[src/rtl/tank_input_mapper.sv]
// Merges PS/2 keyboard events and MiSTer joysticks into registered per-player tank controls,
// with two-lever stick conversion, coin pulse shaping and optional autofire.
module tank_input_mapper #(
  parameter int NUM_PLAYERS  = 2,
  parameter int COIN_PULSE   = 120000,
  parameter int AUTOFIRE_DIV = 600000
) (
  input  logic                      clk_sys,
  input  logic                      reset,
  input  logic [10:0]               ps2_key,
  input  logic [16*NUM_PLAYERS-1:0] joy,
  input  logic [NUM_PLAYERS-1:0]    tank_mode,
  input  logic [NUM_PLAYERS-1:0]    autofire_en,
  output logic [4*NUM_PLAYERS-1:0]  lever_n,
  output logic [NUM_PLAYERS-1:0]    fire,
  output logic                      start1_n,
  output logic                      start2_n,
  output logic [1:0]                coin_n
);

  localparam int CNT_MAX = (COIN_PULSE > AUTOFIRE_DIV) ? COIN_PULSE : AUTOFIRE_DIV;
  localparam int CW      = $clog2(CNT_MAX) + 1;

  typedef enum logic [1:0] {C_IDLE, C_PULSE, C_WAIT} coin_state_t;

  // Latch index: 0-3 P1 U/D/L/R, 4 P1 fire, 5-8 P2 U/D/L/R, 9 P2 fire,
  // 10/11 start1 keys, 12/13 start2 keys, 14 coin1, 15 coin2, 16 both coins.
  function automatic logic [16:0] key_decode(input logic [8:0] code);
    key_decode = '0;
    case (code)
      9'h175:  key_decode[0]  = 1'b1;
      9'h172:  key_decode[1]  = 1'b1;
      9'h16B:  key_decode[2]  = 1'b1;
      9'h174:  key_decode[3]  = 1'b1;
      9'h014:  key_decode[4]  = 1'b1;
      9'h02D:  key_decode[5]  = 1'b1;
      9'h02B:  key_decode[6]  = 1'b1;
      9'h023:  key_decode[7]  = 1'b1;
      9'h034:  key_decode[8]  = 1'b1;
      9'h01C:  key_decode[9]  = 1'b1;
      9'h016:  key_decode[10] = 1'b1;
      9'h005:  key_decode[11] = 1'b1;
      9'h01E:  key_decode[12] = 1'b1;
      9'h006:  key_decode[13] = 1'b1;
      9'h02E:  key_decode[14] = 1'b1;
      9'h036:  key_decode[15] = 1'b1;
      9'h004:  key_decode[16] = 1'b1;
      default: key_decode     = '0;
    endcase
  endfunction

  // {U,D,L,R} -> {W_fw,W_bk,X_fw,X_bk}, active-high
  function automatic logic [3:0] tank_map(input logic [3:0] udlr);
    case (udlr)
      4'b1000: tank_map = 4'b1010;
      4'b1010: tank_map = 4'b0010;
      4'b1001: tank_map = 4'b1000;
      4'b0001: tank_map = 4'b1001;
      4'b0101: tank_map = 4'b0100;
      4'b0100: tank_map = 4'b0101;
      4'b0110: tank_map = 4'b0001;
      4'b0010: tank_map = 4'b0110;
      default: tank_map = 4'b0000;
    endcase
  endfunction

  logic        kb_armed;
  logic        tog_q;
  logic [10:0] ps2_q;
  logic [16:0] kb_q;
  logic [16:0] kb_hit;

  assign kb_hit = key_decode(ps2_q[8:0]);

  // The first edge after reset only captures the toggle level so a stale toggle is never an event.
  always_ff @(posedge clk_sys or posedge reset) begin
    if (reset) begin
      kb_armed <= 1'b0;
      tog_q    <= 1'b0;
      ps2_q    <= '0;
      kb_q     <= '0;
    end else if (!kb_armed) begin
      kb_armed <= 1'b1;
      tog_q    <= ps2_key[10];
      ps2_q    <= ps2_key;
    end else begin
      ps2_q <= ps2_key;
      if (ps2_q[10] != tog_q) begin
        tog_q <= ps2_q[10];
        kb_q  <= (kb_q & ~kb_hit) | (kb_hit & {17{ps2_q[9]}});
      end
    end
  end

  logic [4:0] pl_m [NUM_PLAYERS];
  logic       any_s1, any_s2, any_coin;
  logic [1:0] coin_m;

  for (genvar p = 0; p < NUM_PLAYERS; p++) begin : g_player
    logic [4:0] kb_bits;
    logic       unused_joy_hi;
    if (p == 0) begin : g_kb_p1
      assign kb_bits = {kb_q[4], kb_q[0], kb_q[1], kb_q[2], kb_q[3]};
    end else if (p == 1) begin : g_kb_p2
      assign kb_bits = {kb_q[9], kb_q[5], kb_q[6], kb_q[7], kb_q[8]};
    end else begin : g_kb_none
      assign kb_bits = 5'b0;
    end
    assign pl_m[p]       = joy[16*p +: 5] | kb_bits;
    assign unused_joy_hi = ^joy[16*p+8 +: 8];
  end

  always_comb begin
    any_s1   = kb_q[10] | kb_q[11];
    any_s2   = kb_q[12] | kb_q[13];
    any_coin = 1'b0;
    for (int p = 0; p < NUM_PLAYERS; p++) begin
      any_s1   = any_s1   | joy[16*p+5];
      any_s2   = any_s2   | joy[16*p+6];
      any_coin = any_coin | joy[16*p+7];
    end
    coin_m[0] = any_coin | kb_q[14] | kb_q[16];
    coin_m[1] = any_coin | kb_q[15] | kb_q[16];
  end

  logic [CW-1:0] af_cnt;
  logic          af_phase;

  always_ff @(posedge clk_sys or posedge reset) begin
    if (reset) begin
      af_cnt   <= '0;
      af_phase <= 1'b0;
    end else if (af_cnt == CW'(AUTOFIRE_DIV - 1)) begin
      af_cnt   <= '0;
      af_phase <= ~af_phase;
    end else begin
      af_cnt <= af_cnt + CW'(1);
    end
  end

  always_ff @(posedge clk_sys or posedge reset) begin
    if (reset) begin
      lever_n  <= '1;
      fire     <= '0;
      start1_n <= 1'b1;
      start2_n <= 1'b1;
    end else begin
      for (int p = 0; p < NUM_PLAYERS; p++) begin
        lever_n[4*p +: 4] <= tank_mode[p] ? ~tank_map(pl_m[p][3:0]) : ~pl_m[p][3:0];
        fire[p]           <= (autofire_en[p] && pl_m[p][4]) ? af_phase : pl_m[p][4];
      end
      start1_n <= ~any_s1;
      start2_n <= ~any_s2;
    end
  end

  // One pulse per press: the slot must see the coin released before it can fire again.
  for (genvar s = 0; s < 2; s++) begin : g_coin
    coin_state_t   st_q, st_d;
    logic [CW-1:0] cnt_q, cnt_d;
    logic          prev_q;
    logic          out_n_q;

    always_ff @(posedge clk_sys or posedge reset) begin
      if (reset) begin
        st_q    <= C_IDLE;
        cnt_q   <= '0;
        prev_q  <= 1'b0;
        out_n_q <= 1'b1;
      end else begin
        st_q    <= st_d;
        cnt_q   <= cnt_d;
        prev_q  <= coin_m[s];
        out_n_q <= (st_d != C_PULSE);
      end
    end

    always_comb begin
      st_d  = st_q;
      cnt_d = cnt_q;
      case (st_q)
        C_IDLE: begin
          if (coin_m[s] && !prev_q) begin
            st_d  = C_PULSE;
            cnt_d = CW'(COIN_PULSE - 1);
          end
        end
        C_PULSE: begin
          if (cnt_q == '0) st_d = C_WAIT;
          else             cnt_d = cnt_q - CW'(1);
        end
        C_WAIT: begin
          if (!coin_m[s]) st_d = C_IDLE;
        end
        default: st_d = C_IDLE;
      endcase
    end

    assign coin_n[s] = out_n_q;
  end

endmodule
[config.mk]
export PLATFORM = sky130hd
export DESIGN_NAME = tank_input_mapper
export DESIGN_NICKNAME = d
export VERILOG_FILES = /design/src/rtl/tank_input_mapper.sv
export SDC_FILE = /design/constraint.sdc
export NUM_CORES = 1
export LEC_CHECK = 0
export ABC_AREA = 1
export BUFFER_PORTS_ARGS = -buffer_cell sky130_fd_sc_hd__clkbuf_2
export CORE_MARGIN = 2
export CORE_UTILIZATION = 50
export CTS_CLUSTER_SIZE = 40
export DETAILED_ROUTE_END_ITERATION = 16
export PLACE_DENSITY = 0.74
export SLEW_MARGIN = 10
export SYNTH_ARGS = -nofsm -noshare
export SYNTH_HDL_FRONTEND = slang
export SYNTH_SLANG_ARGS = --single-unit
[constraint.sdc]
create_clock -name clk_sys -period 4.46 [get_ports clk_sys]
set_input_delay 0.892 -clock clk_sys [delete_from_list [all_inputs] [get_ports clk_sys]]
set_output_delay 0.892 -clock clk_sys [all_outputs]
set_load 0.03 [all_outputs]
==> flow_summary.ini, run 1 <==
[synthesis]
synth_ff_type = dfrtp_1
synth-compound-area-share_pct = 6.561
yosys_warnings = 0
ys_ff_latch = 114
netlist.top_cell.by_area = dfrtp_1
synth_area_leaders = dfrtp_1, nand2_1, nor2_1, inv_1, nand3_1
synth-adder-area-share_pct = 0.6268
synth_top_area_share_pct = 42.62
synth_commonest_cells = nand2_1, nor2_1, inv_1
synth_top_family_by_area = simple AND/OR/NAND/NOR gates
post-synth-top-count-cell = nand2_1
syn_avg_cell_area_um2 = 7.818
synth_nets = 818
ys_types = 37
synthMuxAreaShare_pct = 0
synth_seq_area_share_pct = 47.89
syn_inst = 766
netlist_area_um2 = 5988
yosys.area_share.simple_pct = 32.62
synth_edf_count = 0
async_flop_share_pct = 100.0
synthXorXnorAreaFrac_pct = 3.803

[final_layout]
nNetsFinal = 872
antenna_cells = 0
fillers = 981
drive_gt1_share_pct = 15.13
area_delta_synth_final_pct = 15.73

[sta]
finalSetupViolations = 0
max_freq_mhz = 447.6
finalHoldWorstSlack_ps = 397.7
tightest_slew_ps = 1147
hold_viol = 0
setup_tns_ps = 0
max_slew_margin_pct = 23.24
rsz0062_at_grt = false
period_needed_ps = 2234
worst_clock_skew_ps = 7.963
post-route-period-util_pct = 50.09
slew_violations = 0

[place]
hpwl_um = 8806
io_buffers = 46
place.gp.congestion = 0.9436

[clock_tree]
h-tree-depth = 4
cts.repair.resized = 0
post-cts-setup-buffers = 0
clkSinkCount = 114
clk_pin_slew_ps = 60
cts_tree = built
clk_path_buf_depth = 2
clock_latency_ps = 420
cts_made_buffers = 17
clockRootBuffer = clkbuf_16
hold_buffers = 0

[setup_path]
crit_fanout = 20
worstSetupPathType = register to register
r2r_slack_ps = 2230
cp-startpoint = g_coin[0].st_q[1]$_DFF_PP0_
r2r-start = g_coin[0].st_q[1]$_DFF_PP0_
startpoint_type = register
critPathRequiredTime_ps = 4750
r2r-end = g_coin[0].cnt_q[19]$_DFFE_PP0P_
rr_worst_depth = 6
critPathCaptureType = register
arrival_ps = 2520

[detailed_routing]
routed_wl_um = 12560
ant_nets = 0
drt-pass1-iter-count = 5
drc = 0
first_iter_violations = 346
via_per_inst = 5.243
via_count = 5117
wl_per_cell_um = 12.87

[global_routing]
antenna_found_initial = 0
grt_max_degree = 91
grtUsageTotal_pct = 21.29
grt_pass1_vias = 4921
overflow = 0
grt_first_pass_wirelength_um = 22030

[power_and_ir_drop]
p_seq_share_pct = 38.5
swShare_pct = 30.45
p_per_area_nw_per_um2 = 479.9
switchingPower_uw = 1013
p_clk_share_pct = 43.1
combPwrFrac_pct = 18.4
power_leakage_uw = 0.003419
intPower_uw = 2313
ir_worst_vdd_mv = 0.3711

[status]
status = finished, final reports clean

[floorplan]
io_pins = 63
floorplan.initialDensity_pct = 51.78
core_um2 = 11560
die_area_um2 = 12870
die_h_um = 113.4
die_w_um = 113.4
core.rowCount = 39

[worst_hold_path]
hold_depth = 1
worstHoldPathType = register to register
hold_end = start2_n$_DFF_PP1_

[run]
drv_cap = 0
==> layout by cell type (no fill, tap or decap), types with 3 or more instances in the layout <==
cell type   count
xor2_1         24
dfstp_2        12
nor4_1         10
bufinv_16       4
nor2_4          4
inv_1         104
nand3_2         3
nand2_4         4
nand3_1        75
o21ai_1         5
a21oi_1        19
o21ai_0        31
clkinvlp_4      4
or2_2           6
clkbuf_2       46
clkbuf_16      17
dfrtp_1       102
o21ai_2         8
nand2_1       160
nor2_1        125
nor2_2          5
nand4_1        18
a31oi_1         4
nor3_1         15
ha_1            3
nand2_2         4
==> per-stage QoR <==
step	util [%]	worst slack [ps]	power [uW]	instance area, um2	cells
floorplan	-	572.2	1781	5988	766
global placement	54.50	2187	1869	6302	944
detailed placement	54.50	2097	1898	6302	944
CTS	59.93	2214	3341	6930	976
global route	59.93	2010	3510	6930	976
finish	59.93	2226	3326	6930	976
==> worst max-delay path, stage by stage, from the launching register on <==
cell and delay, ps:
dfrtp_1 390, nor2_1 880, nand2_4 160, nand2_4 270, inv_1 220, nand2_1 90
o21ai_0 80
==> power groups by stage <==
stage	combinational, uW	clock (uW)	sequential (uW)
2_1_floorplan	497	0	1280
3_3_place_gp	581	0	1290
3_5_place_dp	607	0	1290
4_1_cts	614	1450	1280
5_1_grt	708	1500	1300
6_report	611	1430	1280
==> kinds of logic after synthesis <==
family          after synthesis
other cells                   1
simple gates                434
flops                       114
buf+inv                     118
xor+xnor                     26
compound gates               70
fa+ha+maj                     3
==> how the worst max path moves through the flow <==
stage / end / cells past startpoint
after floorplan: asynchronous set/reset pin / 1
after global placement: g_coin[0].cnt_q[17]$_DFFE_PP0P_ / 7
after detailed placement: g_coin[0].cnt_q[19]$_DFFE_PP0P_ / 7
after CTS: g_coin[0].cnt_q[19]$_DFFE_PP0P_ / 6
after global routing: g_coin[0].cnt_q[19]$_DFFE_PP0P_ / 7
final: g_coin[0].cnt_q[19]$_DFFE_PP0P_ / 6
==> layer usage <==
metal	share of wire (%)	up-vias	GRT usage, %
met1	45	2418	27.90
met2	49	128	34.05
met3	5.2	20	5.898
li1	-	2551	-
met4	1.5	0	7.886
met5	0	-	0
==> area by class of cell <==
| cell class | instances | area, um2 | area share [%] |
|---|---|---|---|
| Tap cell | 143 | 178.9 | 2.582 |
| Multi-Input combinational cell | 534 | 2615 | 37.73 |
| Sequential cell | 114 | 2868 | 41.38 |
| Inverter | 106 | 402.9 | 5.813 |
| Clock inverter | 12 | 181.4 | 2.618 |
| Clock buffer | 20 | 446.7 | 6.445 |
| Timing Repair Buffer | 47 | 237.7 | 3.430 |
Note: power is estimated with default switching activity, not from simulation.
==> inputs of run 2 (changes only) <==
==> constraint.sdc (replaced) <==
create_clock -name clk_sys -period 2.2 [get_ports clk_sys]
set_input_delay 0.44 -clock clk_sys [delete_from_list [all_inputs] [get_ports clk_sys]]
set_output_delay 0.44 -clock clk_sys [all_outputs]
set_load 0.03 [all_outputs]
==> flow_summary.ini, run 2 (same netlist as run 1, synthesis figures left out) <==
[final_layout]
multiInputGateArea_um2 = 2615
antenna_cells = 0
fillers = 976
final_common_cell = nand2_1
drive_gt1_share_pct = 15.39
mostFrequentLayoutCells = nand2_1, nor2_1, inv_1
area_delta_synth_final_pct = 15.75
seq_area_um2 = 2868
instances_no_fill = 981
nNetsFinal = 877

[clock_tree]
hold_buffers = 0
clk_path_buf_depth = 2
clockRootBuffer = clkbuf_16
clk_pin_slew_ps = 50
h-tree-depth = 4
clock_latency_ps = 420
cts_made_buffers = 17
clkSinkCount = 114
cts.repair.resized = 0
cts_tree = built
post-cts-setup-buffers = 0

[setup_path]
crit_fanout = 11
critPathCaptureType = register
crit_top_cell = nand3_1
worstSetupPathType = register to register
worstPathCellList = ha_1 -> nand3_1 -> nor4_1 -> nand3_1 -> inv_1 -> nor2_1
arrival_ps = 2200
critical_path.top_delay_family = simple AND/OR/NAND/NOR gates
startpoint_type = register
slowest_delay_ps = 370
crit_path_top_delay_cell = dfrtp_1
critPathRequiredTime_ps = 2490
critPathBufInv = 1

[sta]
period_needed_ps = 1905
finalSetupViolations = 0
tightest_slew_ps = 586.2
post-route-period-util_pct = 86.57
setup_tns_ps = 0
worst_clock_skew_ps = 10.62
max_freq_mhz = 525.0
slew_violations = 0
max_slew_margin_pct = 60.92
hold_viol = 0
rsz0062_at_grt = false

[floorplan]
die_w_um = 113.4
io_pins = 63
die_area_um2 = 12870
die_h_um = 113.4
core_um2 = 11560
floorplan.initialDensity_pct = 51.78
core.rowCount = 39

[global_routing]
overflow = 0
antenna_found_initial = 0
grt_pass1_vias = 4963
grt_max_degree = 115
grtUsageTotal_pct = 20.83
grt_first_pass_wirelength_um = 21490

[detailed_routing]
drc = 0
drt-pass1-iter-count = 6
first_iter_violations = 225
via_count = 5097
routed_wl_um = 12460
wl_per_cell_um = 12.70
via_per_inst = 5.196
ant_nets = 0

[place]
io_buffers = 46
dp_cells = 949
place.gp.congestion = 0.8755
hpwl_um = 8814

[worst_hold_path]
worstHoldPathType = primary input to register

[power_and_ir_drop]
ir_worst_vdd_mv = 0.6570
p_per_area_nw_per_um2 = 949.1
power_leakage_uw = 0.003425

[status]
status = finished, final reports clean

[run]
drv_cap = 0
==> run 2: cell count changes in the layout (fill, tap and decap cells not counted) <==
cell / delta
clkinv_2: +4
buf_4: +4
bufinv_16: -1
clkbuf_8: -1
clkbuf_1: +2
inv_6: -1
clkinv_4: -2
buf_12: +1
inv_4: -1
==> run 2: worst paths after layout <==
| path | from | endpoint | slack [ps] | depth (start not counted) |
|---|---|---|---|---|
| setup / recovery | af_cnt[0]$_DFF_PP0_ | af_cnt[16]$_DFF_PP0_ | 300 | 6 |
| hold / removal | ps2_key[8] | ps2_q[8]$_DFF_PP0_ | 120 | 1 |
| setup reg to reg | af_cnt[0]$_DFF_PP0_ | af_cnt[16]$_DFF_PP0_ | 300 | 6 |
| hold reg to reg | register | start2_n$_DFF_PP1_ | 400 | 1 |
| max in group asynchronous | reset | g_coin[0].cnt_q[14]$_DFFE_PP0P_ | 1590 | 3 |
| min in group asynchronous | reset | af_cnt[17]$_DFF_PP0_ | 160 | 3 |
==> run 2: cell type report <==
type / count / share of cell area, %
Clock buffer: 21 / 6.354
Clock inverter: 11 / 1.986
Inverter: 106 / 5.830
Multi-Input combinational cell: 534 / 37.73
Sequential cell: 114 / 41.37
Tap cell: 143 / 2.581
Timing Repair Buffer: 52 / 4.152
==> run 2: through the flow <==
| stage | hold slack, ps | setup slack (ps) | cell area (um2) | power [uW] | util [%] |
|---|---|---|---|---|---|
| 2_1_floorplan | 372.6 | 384.4 | 5992 | 3612 | - |
| 5_1_grt | 111.8 | 138.3 | 6932 | 6954 | 59.94 |
| 3_5_place_dp | 398.9 | 327.6 | 6354 | 3896 | 54.94 |
| 6_report | 122.0 | 295.4 | 6932 | 6579 | 59.94 |
| 3_3_place_gp | 385.8 | 408.7 | 6354 | 3828 | 54.94 |
| 4_1_cts | 109.3 | 321.3 | 6932 | 6623 | 59.94 |
==> run 2: power by group <==
group | internal [uW] | leakage, uW | switching, uW
Combinational | 425 | 0.00174 | 855
Sequential | 2370 | 0.00141 | 233
Clock | 1760 | 0.000277 | 934
==> run 2: routing by layer <==
| layer | wire length, um | share of wire, % | track usage, % | vias to the layer above |
|---|---|---|---|---|
| met4 | 230 | 1.8 | 10.08 | 0 |
| met3 | 521 | 4.2 | 4.729 | 21 |
| met2 | 6019 | 48 | 34.21 | 108 |
| li1 | - | - | - | 2560 |
| met5 | 0 | 0 | 0 | - |
| met1 | 5689 | 46 | 26.24 | 2408 |
==> inputs of run 3 (changes only) <==
--- a/config.mk
+++ b/config.mk
@@ -5,7 +5,6 @@
 export SDC_FILE = /design/constraint.sdc
 export NUM_CORES = 1
 export LEC_CHECK = 0
-export ABC_AREA = 1
 export BUFFER_PORTS_ARGS = -buffer_cell sky130_fd_sc_hd__clkbuf_2
 export CORE_MARGIN = 2
 export CORE_UTILIZATION = 50
==> flow_summary.ini, run 3 <==
[status]
status = finished, final reports clean

[final_layout]
multiInputGateArea_um2 = 2366
antenna_cells = 0
nNetsFinal = 643
final_common_cell = dfrtp_1
drive_gt1_share_pct = 27.81
seq_area_um2 = 2870
mostFrequentLayoutCells = dfrtp_1, nor2_1, clkbuf_2
area_delta_synth_final_pct = 24.40
fillers = 815

[synthesis]
synth_top_area_share_pct = 48.66
ys_types = 54
synth_commonest_cells = dfrtp_1, nor2_1, nand2_1
synth_edf_count = 0
netlist.top_cell.by_area = dfrtp_1
post-synth-top-count-cell = dfrtp_1
ys_ff_latch = 114
synth_seq_area_share_pct = 54.68
yosys_warnings = 0
async_flop_share_pct = 100.0
syn_inst = 499
synth_ff_type = dfrtp_1
synth_nets = 551
syn_avg_cell_area_um2 = 10.51
netlist_area_um2 = 5245
synth_area_leaders = dfrtp_1, dfstp_2, mux2_2, nor2_1, xnor2_1

[clock_tree]
cts_tree = built
cts_made_buffers = 17
clockRootBuffer = clkbuf_8
hold_buffers = 0
h-tree-depth = 4
clock_latency_ps = 510
clk_path_buf_depth = 2
clkSinkCount = 114
clk_pin_slew_ps = 60

[detailed_routing]
met3_length_um = 597
wl_per_cell_um = 15.42
via_per_inst = 5.720
ant_nets = 0
via_count = 4233
drc = 0
m1WireLength_um = 4703
drt-pass1-iter-count = 5
first_iter_violations = 193
wl_met2_um = 5857
routed_wl_um = 11410
dr.max_layer_used = met4

[sta]
worst_clock_skew_ps = 8.190
max_slew_margin_pct = 16.75
hold_viol = 0
slew_violations = 0
finalHoldWorstSlack_ps = 28.54
period_needed_ps = 2175
rsz0062_at_grt = true
finalSetupViolations = 0
tightest_slew_ps = 1237
final.setup.worst_slack_ps = 24.92
post-route-period-util_pct = 98.87
max_freq_mhz = 459.8

[global_routing]
grt_max_degree = 115
grtUsageTotal_pct = 21.51
grt_pass1_vias = 4254
grt_first_pass_wirelength_um = 19240
overflow = 0
antenna_found_initial = 0

[floorplan]
core.rowCount = 37
floorplan.initialDensity_pct = 51.03
die_h_um = 106.4
die_w_um = 106.4
core_um2 = 10280
die_area_um2 = 11330
io_pins = 63

[power_and_ir_drop]
ir_worst_vdd_mv = 0.5648
power_leakage_uw = 0.002775
p_per_area_nw_per_um2 = 901.5

[setup_path]
r2r_slack_ps = 20
worstSetupPathType = register to register
r2r-start = g_coin[1].cnt_q[2]$_DFFE_PP0P_
critPathCaptureType = register
startpoint_type = register
arrival_ps = 2570
critPathRequiredTime_ps = 2600
crit_fanout = 5
rr_worst_depth = 6
r2r-end = g_coin[1].cnt_q[18]$_DFFE_PP0P_

[worst_hold_path]
hold_end = ps2_q[1]$_DFF_PP0_
worstHoldPathType = primary input to register
hold_depth = 1
worstHoldStart = ps2_key[1]

[place]
place.gp.congestion = 0.8714
hpwl_um = 7549
dp_slack_ps = -6.266
io_buffers = 46

[run]
drv_cap = 0
[run 3: changes by cell type after synthesis, sizes merged, moves of 8 or more]
cell | before | now
nor3 | 15 | 26
o21ai | 44 | 25
nor2 | 134 | 53
nand3 | 79 | 20
nor4 | 10 | 18
or4 | 0 | 12
xor2 | 24 | 10
mux2 | 0 | 18
xnor2 | 2 | 20
mux2i | 0 | 10
nand2 | 168 | 42
inv | 106 | 10
[run 3: repair_timing]
action / CTS / global route
setup buffers: 1 / 5
pin swaps: 1 / 4
gates resized for setup: 2 / 13
setup endpoints to repair: 2 / 20
hold endpoints to repair: 0 / 0
[run 3: kinds of logic after synthesis]
logic type               after synthesis  synth area share (%)
other                                  1               0.07150
XOR/XNOR                              30                 5.010
AO/OA/AOI/OAI                         69                 8.206
AND/OR/NAND/NOR                      236                 24.09
buffers and inverters                 18                 1.455
adder cells (fa/ha/maj)                3                0.7157
multiplexers                          28                 5.773
flip-flops                           114                 54.68
[run 3: through the flow]
| step | instance area [um2] | power (uW) | util [%] | TNS, ps | instances |
|---|---|---|---|---|---|
| finish | 6525 | 5882 | 63.49 | 0 | 740 |
| global route | 6525 | 6128 | 63.49 | -167.8 | 740 |
| CTS | 6430 | 5833 | 62.56 | 0 | 735 |
| detailed placement | 5849 | 3217 | 56.92 | -6.266 | 702 |
| global placement | 5849 | 3170 | 56.92 | 0 | 702 |
| floorplan | 5258 | 2905 | - | 0 | 499 |
[run 3: area by class of cell]
type | count | share of cell area [%]
Tap cell | 136 | 2.608
Sequential cell | 114 | 43.99
Inverter | 10 | 0.6328
Timing Repair Buffer | 81 | 7.804
Clock inverter | 12 | 2.033
Clock buffer | 20 | 6.673
Multi-Input combinational cell | 367 | 36.26
[run 3: worst max path at each step]
stage	from	end	slack, ps	depth (start not counted)
2_1_floorplan	g_coin[1].cnt_q[0]$_DFFE_PP0P_	g_coin[1].cnt_q[18]$_DFFE_PP0P_	50	7
3_3_place_gp	g_coin[1].cnt_q[0]$_DFFE_PP0P_	g_coin[1].cnt_q[18]$_DFFE_PP0P_	60	7
3_5_place_dp	g_coin[1].cnt_q[2]$_DFFE_PP0P_	g_coin[1].cnt_q[15]$_DFFE_PP0P_	-6	5
4_1_cts	g_coin[1].cnt_q[0]$_DFFE_PP0P_	g_coin[1].cnt_q[18]$_DFFE_PP0P_	10	7
5_1_grt	g_coin[1].cnt_q[13]$_DFFE_PP0P_	g_coin[1].cnt_q[13]$_DFFE_PP0P_	-110	7
6_report	g_coin[1].cnt_q[2]$_DFFE_PP0P_	g_coin[1].cnt_q[18]$_DFFE_PP0P_	20	6
[run 3: worst max-delay path: stages, from the launching register on]
cell	delay, ps
dfrtp_1	420
buf_6	130
or4b_4	540
or4_4	500
nor4_4	280
xnor2_1	140
nor2_1	50
[run 3: layer usage]
metal,vias to the layer above,GRT usage [%]
li1,2012,-
met2,123,37.00
met5,-,0
met3,23,5.947
met4,0,8.349
met1,2075,25.70
[run 3: power by group]
group          switching (uW)  internal (uW)
combinational             458            378
sequential                167           2280
clock                     953           1640
